==> src/rtl/ssp_rx_ctrl_if.sv <==
`timescale 1ns/1ps
`default_nettype none
// ============================================================================
// Module   : ssp_rx_ctrl_if
// Brief    : Receive-FIFO write port between the SSP receive controller and
//            the 4-entry receive FIFO.
// Revision : 1.0  initial release
// ============================================================================
interface ssp_rx_ctrl_if;
  logic [7:0] RxData;    // assembled byte, held until the next write
  logic       rx_write;  // one-PCLK write strobe
  logic       rx_full;   // FIFO full indication

  modport master (output RxData, output rx_write, input  rx_full);
  modport slave  (input  RxData, input  rx_write, output rx_full);
endinterface
`default_nettype wire

==> src/rtl/ssp_rx_ctrl.sv <==
`timescale 1ns/1ps
`default_nettype none
// ============================================================================
// Module   : ssp_rx_ctrl
// Brief    : SSP receive controller. Synchronises the serial pins into PCLK,
//            detects TI-style frame syncs, deserialises 8-bit MSB-first
//            frames and writes them to the receive FIFO. Flags overrun and
//            frame errors as sticky bits.
// Revision : 1.0  initial release
// ============================================================================
module ssp_rx_ctrl (
  input  logic           PCLK,
  input  logic           CLEAR_B,
  input  logic           rx_enable,
  input  logic           SSPCLKIN,
  input  logic           SSPFSSIN,
  input  logic           SSPRXD,
  input  logic           err_clr,
  ssp_rx_ctrl_if.master  fifo,
  output logic           rx_busy,
  output logic           rx_overrun,
  output logic           rx_frame_err
);

  typedef enum logic [1:0] {
    ST_IDLE    = 2'd0,
    ST_SHIFT   = 2'd1,
    ST_DELIVER = 2'd2
  } state_t;

  localparam logic [2:0] C_BIT_MSB = 3'd7;

  // Synchroniser flops; the serial clock gets a third stage for edge detect
  logic       r_sclk_s1, r_sclk_s2, r_sclk_s3;
  logic       r_fss_s1,  r_fss_s2;
  logic       r_rxd_s1,  r_rxd_s2;

  state_t     r_state, w_state_nxt;
  logic [2:0] r_bit_cnt, w_bit_cnt_nxt;
  logic [7:0] r_shift, w_shift_nxt;
  logic       r_pend, w_pend_nxt;
  logic [7:0] r_rx_data;
  logic       r_rx_write;
  logic       r_overrun;
  logic       r_frame_err;

  logic       w_fall_det;
  logic       w_load;
  logic       w_ovr_set;
  logic       w_ferr_set;

  // Bring the asynchronous serial pins into the PCLK domain
  always_ff @(posedge PCLK or negedge CLEAR_B) begin
    if (!CLEAR_B) begin
      r_sclk_s1 <= 1'b1;
      r_sclk_s2 <= 1'b1;
      r_sclk_s3 <= 1'b1;
      r_fss_s1  <= 1'b0;
      r_fss_s2  <= 1'b0;
      r_rxd_s1  <= 1'b0;
      r_rxd_s2  <= 1'b0;
    end else begin
      r_sclk_s1 <= SSPCLKIN;
      r_sclk_s2 <= r_sclk_s1;
      r_sclk_s3 <= r_sclk_s2;
      r_fss_s1  <= SSPFSSIN;
      r_fss_s2  <= r_fss_s1;
      r_rxd_s1  <= SSPRXD;
      r_rxd_s2  <= r_rxd_s1;
    end
  end

  // Falling edge of the synchronised serial clock is the sampling instant
  assign w_fall_det = ~r_sclk_s2 & r_sclk_s3;

  // Frame FSM: next state, datapath next values and delivery decisions
  always_comb begin
    w_state_nxt   = r_state;
    w_bit_cnt_nxt = r_bit_cnt;
    w_shift_nxt   = r_shift;
    w_pend_nxt    = r_pend;
    w_load        = 1'b0;
    w_ovr_set     = 1'b0;
    w_ferr_set    = 1'b0;

    if (!rx_enable) begin
      // Disabling abandons any frame in flight without touching the flags
      w_state_nxt = ST_IDLE;
      w_pend_nxt  = 1'b0;
    end else begin
      case (r_state)
        ST_IDLE: begin
          // The data bit of the sync period carries nothing and is skipped
          if (w_fall_det && r_fss_s2) begin
            w_state_nxt   = ST_SHIFT;
            w_bit_cnt_nxt = C_BIT_MSB;
          end
        end

        ST_SHIFT: begin
          if (w_fall_det) begin
            if (r_fss_s2 && (r_bit_cnt != 3'd0)) begin
              // Sync arrived mid-frame: drop the partial byte, restart
              w_ferr_set    = 1'b1;
              w_bit_cnt_nxt = C_BIT_MSB;
            end else begin
              w_shift_nxt = {r_shift[6:0], r_rxd_s2};
              if (r_bit_cnt == 3'd0) begin
                // Sync on the LSB announces a back-to-back frame
                w_state_nxt = ST_DELIVER;
                w_pend_nxt  = r_fss_s2;
              end else begin
                w_bit_cnt_nxt = r_bit_cnt - 3'd1;
              end
            end
          end
        end

        ST_DELIVER: begin
          if (fifo.rx_full) begin
            w_ovr_set = 1'b1;
          end else begin
            w_load = 1'b1;
          end
          if (r_pend) begin
            w_state_nxt   = ST_SHIFT;
            w_bit_cnt_nxt = C_BIT_MSB;
            w_pend_nxt    = 1'b0;
          end else begin
            w_state_nxt = ST_IDLE;
          end
        end

        default: begin
          w_state_nxt = ST_IDLE;
        end
      endcase
    end
  end

  // FSM state and frame datapath registers
  always_ff @(posedge PCLK or negedge CLEAR_B) begin
    if (!CLEAR_B) begin
      r_state   <= ST_IDLE;
      r_bit_cnt <= 3'd0;
      r_shift   <= 8'h00;
      r_pend    <= 1'b0;
    end else begin
      r_state   <= w_state_nxt;
      r_bit_cnt <= w_bit_cnt_nxt;
      r_shift   <= w_shift_nxt;
      r_pend    <= w_pend_nxt;
    end
  end

  // FIFO write port: registered strobe with data held between writes
  always_ff @(posedge PCLK or negedge CLEAR_B) begin
    if (!CLEAR_B) begin
      r_rx_data  <= 8'h00;
      r_rx_write <= 1'b0;
    end else begin
      r_rx_write <= w_load;
      if (w_load) begin
        r_rx_data <= r_shift;
      end
    end
  end

  // Sticky error flags; a new error outranks a simultaneous clear
  always_ff @(posedge PCLK or negedge CLEAR_B) begin
    if (!CLEAR_B) begin
      r_overrun   <= 1'b0;
      r_frame_err <= 1'b0;
    end else begin
      r_overrun   <= w_ovr_set  | (r_overrun   & ~err_clr);
      r_frame_err <= w_ferr_set | (r_frame_err & ~err_clr);
    end
  end

  assign fifo.RxData   = r_rx_data;
  assign fifo.rx_write = r_rx_write;
  assign rx_busy       = (r_state != ST_IDLE);
  assign rx_overrun    = r_overrun;
  assign rx_frame_err  = r_frame_err;

endmodule
`default_nettype wire

==> src/flat_wrapper.sv <==
// flat-port wrapper written by rule: the top's interface ports become plain ports
module ssp_rx_ctrl_flat 
  (PCLK, CLEAR_B, rx_enable, SSPCLKIN, SSPFSSIN, SSPRXD, err_clr, rx_busy, rx_overrun, rx_frame_err, fifo_RxData, fifo_rx_write, fifo_rx_full);
  ssp_rx_ctrl_if fifo_i ();
  input  logic PCLK;
  input  logic CLEAR_B;
  input  logic rx_enable;
  input  logic SSPCLKIN;
  input  logic SSPFSSIN;
  input  logic SSPRXD;
  input  logic err_clr;
  output logic rx_busy;
  output logic rx_overrun;
  output logic rx_frame_err;
  output wire logic [$bits(fifo_i.RxData)-1:0] fifo_RxData;
  output wire logic [$bits(fifo_i.rx_write)-1:0] fifo_rx_write;
  input wire logic [$bits(fifo_i.rx_full)-1:0] fifo_rx_full;
  assign fifo_RxData = fifo_i.RxData;
  assign fifo_rx_write = fifo_i.rx_write;
  assign fifo_i.rx_full = fifo_rx_full;
  ssp_rx_ctrl u_core (.PCLK(PCLK), .CLEAR_B(CLEAR_B), .rx_enable(rx_enable), .SSPCLKIN(SSPCLKIN), .SSPFSSIN(SSPFSSIN), .SSPRXD(SSPRXD), .err_clr(err_clr), .fifo(fifo_i), .rx_busy(rx_busy), .rx_overrun(rx_overrun), .rx_frame_err(rx_frame_err));
endmodule
==> config.mk <==
export PLATFORM = sky130hd
export DESIGN_NAME = ssp_rx_ctrl_flat
export DESIGN_NICKNAME = d
export VERILOG_FILES = /design/src/rtl/ssp_rx_ctrl_if.sv /design/src/rtl/ssp_rx_ctrl.sv /design/src/flat_wrapper.sv
export SDC_FILE = /design/constraint.sdc
export NUM_CORES = 1
export LEC_CHECK = 0
export ABC_AREA = 1
export ABC_CLOCK_PERIOD_IN_PS = 3500
export CAP_MARGIN = 20
export CORE_MARGIN = 5
export CORE_UTILIZATION = 44
export DETAILED_ROUTE_END_ITERATION = 12
export GPL_ROUTABILITY_DRIVEN = 0
export PLACE_DENSITY = 0.66
export SLEW_MARGIN = 20
export SYNTH_ARGS = -nofsm -noshare
export SYNTH_HDL_FRONTEND = slang
export SYNTH_SLANG_ARGS = --single-unit
==> constraint.sdc <==
create_clock -name PCLK -period 3.5 [get_ports PCLK]
set_clock_uncertainty 0.1 [all_clocks]
set_input_delay 0.525 -clock PCLK [delete_from_list [all_inputs] [get_ports PCLK]]
set_output_delay 0.525 -clock PCLK [all_outputs]
set_load 0.005 [all_outputs]
==> results.json <==
{
  "drive_above_1_share_pct": 20.2,
  "drc": 0,
  "cp_top_family": "buffers and inverters",
  "combPwrFrac_pct": 35.6,
  "rsz0062_at_grt": "no",
  "path_cells": "nor2_1 > inv_1 > clkdlybuf4s50_1",
  "switching_share_pct": 34.6,
  "yosysSeqAreaShare_pct": 56.2,
  "cp_max_fo": 5,
  "post_cts_resized": 0,
  "fin_nets": 182,
  "cp-end-kind": "output port",
  "clk_latency_ns": 0.32,
  "setup_violations": 0,
  "synth_edf_count": 0,
  "relSlewSlack_pct": 73.6,
  "clk_pin_slew_worst_paths_ns": 0.10,
  "crit_type": "reg2out",
  "antenna_found_initial": 0,
  "cpPeakStageDelay_ns": 0.44,
  "numClockSinks": 32,
  "drtIter0Drc": 24,
  "cts_tree": "yes",
  "clock.fmax_mhz": 473,
  "vias_per_cell": 4.62,
  "areaGrowthSynthToFinish_pct": 20.2,
  "power_switching_mw": 0.393,
  "ant_nets": 0,
  "met2_usage_pct": 21.7,
  "cts_buffer_depth": 2,
  "min_period_ns": 2.11,
  "crit_buf_inv": 2,
  "pwr-share-clk_pct": 18.6,
  "cp_slowest_cell": "dfrtp_1",
  "finalHoldViolCount": 0,
  "synth_common_cells": "34 x nand2_1, 29 x dfrtp_1, 19 x inv_1",
  "power.density_nw_per_um2": 660,
  "drv_slew": 0,
  "die-area_um2": 4500,
  "routedWlPerCell_um": 11.2,
  "final.setup.tns_ns": 0,
  "fin_hold_ws_ns": 0.252,
  "syn_nets": 157,
  "power.total_mw": 1.14,
  "critPathRequiredTime_ns": 2.87,
  "portBuffers": 19,
  "ir_drop_uv": 328,
  "p_leak_nw": 0.808,
  "ios": 20,
  "nFillCells": 287,
  "drv_cap": 0,
  "dpl.hpwl_mm": 1.81,
  "grt-busiest-layer": "met2",
  "synth_top_area_share_pct": 50.7,
  "start_util_pct": 46.5,
  "grt_pass1_wl_mm": 4.42,
  "grt_util_all_layers_pct": 13.4,
  "outcome": "finished, final reports clean",
  "core_area_um2": 3080,
  "internal-power_mw": 0.742,
  "met3_usage_pct": 5.56,
  "synthArstFlopShare_pct": 100,
  "synth_top_cells_by_area": "dfrtp_1 51%, nand2_1 8.9%, o21ai_2 8.6%, dfstp_2 5.5%, inv_1 5.0%",
  "die-height_um": 67.1,
  "ys_ff_latch": 32,
  "cp.arrival_ns": 1.49,
  "cts_hold_buffers": 0,
  "synth_area_leader_cell": "dfrtp_1",
  "htree_levels": 2,
  "synthFlopType": "dfrtp_1",
  "fp.dieW_um": 67.1,
  "final.period_utilization_pct": 60.4,
  "worst_hold_path_type": "reg2reg",
  "syn_area_um2": 1430,
  "grt_pass1_vias": 1015,
  "num_rows": 20,
  "yosysWarnings": 0,
  "start_kind": "flop",
  "synthDistinctLibCells": 23,
  "cts_buffers": 5,
  "use_met1_pct": 15.6,
  "cts_setup_buffers": 0,
  "grt_max_degree": 33,
  "dr.pass1.iters": 4,
  "vias": 1002,
  "syn_inst": 147,
  "sequentialPowerShare_pct": 45.7,
  "yosysMostFrequentCell": "nand2_1",
  "wl_mm": 2.43,
  "worstMarginPinSlew_ns": 0.396,
  "antenna_cells": 0,
  "synth.avg_cell_area_um2": 9.75,
  "clockRootBuffer": "clkbuf_4",
  "overflow": 0
}
stage by stage:
stage	cells	setup slack, ns	cell area (um2)	util [%]
2_1_floorplan	147	2.11	1430	-
4_1_cts	217	1.35	1720	55.9
5_1_grt	217	1.28	1720	55.9
3_5_place_dp	209	1.50	1660	54.0
3_3_place_gp	209	1.55	1660	54.0
6_report	217	1.39	1720	55.9
path summary, 6_finish.rpt:
path / cells after the start / slack (ns) / from / to
worst max-delay path: 3 / 1.39 / u_core.r_state[0] / rx_busy
worst min-delay path: 0 / 0.25 / u_core.r_fss_s1 / u_core.r_fss_s2
worst max register to register: 7 / 1.92 / u_core.r_bit_cnt[0] / u_core.r_shift[0]
worst min register to register: 0 / 0.25 / u_core.r_fss_s1 / u_core.r_fss_s2
max in group asynchronous: 2 / 2.48 / CLEAR_B / u_core.r_sclk_s2
min in group asynchronous: 2 / 0.49 / CLEAR_B / u_core.rx_frame_err
final cells by class:
type / instances / area [um2] / share of cell area [%]
Sequential cell: 32 / 805 / 46.7
Multi-Input combinational cell: 91 / 522 / 30.3
Clock buffer: 8 / 58.8 / 3.42
Tap cell: 44 / 55.1 / 3.20
Inverter: 22 / 83.8 / 4.87
Timing Repair Buffer: 20 / 198 / 11.5
placed cells by master (no fill, tap or decap), drive strengths merged:
cell           netlist  final
a21oi                3      3
buf                  2      1
clkbuf               0      8
clkdlybuf4s50        0     19
clkinv               1      1
dfrtp               29     29
dfstp                3      3
ha                   2      2
inv                 21     21
nand2               37     37
nand3               13     13
nor2                13     13
nor3                 1      1
nor3b                1      1
o21ai               19     19
o22ai                1      1
xnor2                1      1
logic make-up (layout without fill, tap and decap cells):
family	count (synthesis)	count (layout)	share of synthesized area, %
adder cells (fa/ha/maj)	2	2	1.75
AO/OA/AOI/OAI	23	23	12.3
buffers and inverters	24	50	7.42
flip-flops	32	32	56.2
XOR/XNOR	1	1	0.611
AND/OR/NAND/NOR	65	65	21.7
registers in the layout (all words and copies together) (netlist names):
name                  flops
u_core.fifo.RxData        8
u_core.fifo.rx_write      1
u_core.r_bit_cnt          3
u_core.r_fss_s1           1
u_core.r_fss_s2           1
u_core.r_pend             1
u_core.r_rxd_s1           1
u_core.r_rxd_s2           1
u_core.r_sclk_s1          1
u_core.r_sclk_s2          1
u_core.r_sclk_s3          1
u_core.r_shift            8
u_core.r_state            2
u_core.rx_frame_err       1
u_core.rx_overrun         1
routing by layer:
layer	vias to the layer above	part of all wire, %
met2	17	51
met4	0	0.74
met5	-	0
met1	464	43
li1	519	-
met3	2	5.6
power groups by stage:
stage | Sequential [mW] | Combinational, mW | Clock (mW)
6_report | 0.519 | 0.405 | 0.212
5_1_grt | 0.533 | 0.460 | 0.239
4_1_cts | 0.521 | 0.414 | 0.225
3_5_place_dp | 0.528 | 0.411 | 0
3_3_place_gp | 0.526 | 0.394 | 0
2_1_floorplan | 0.519 | 0.265 | 0
Power figures use the tool's default switching activity.
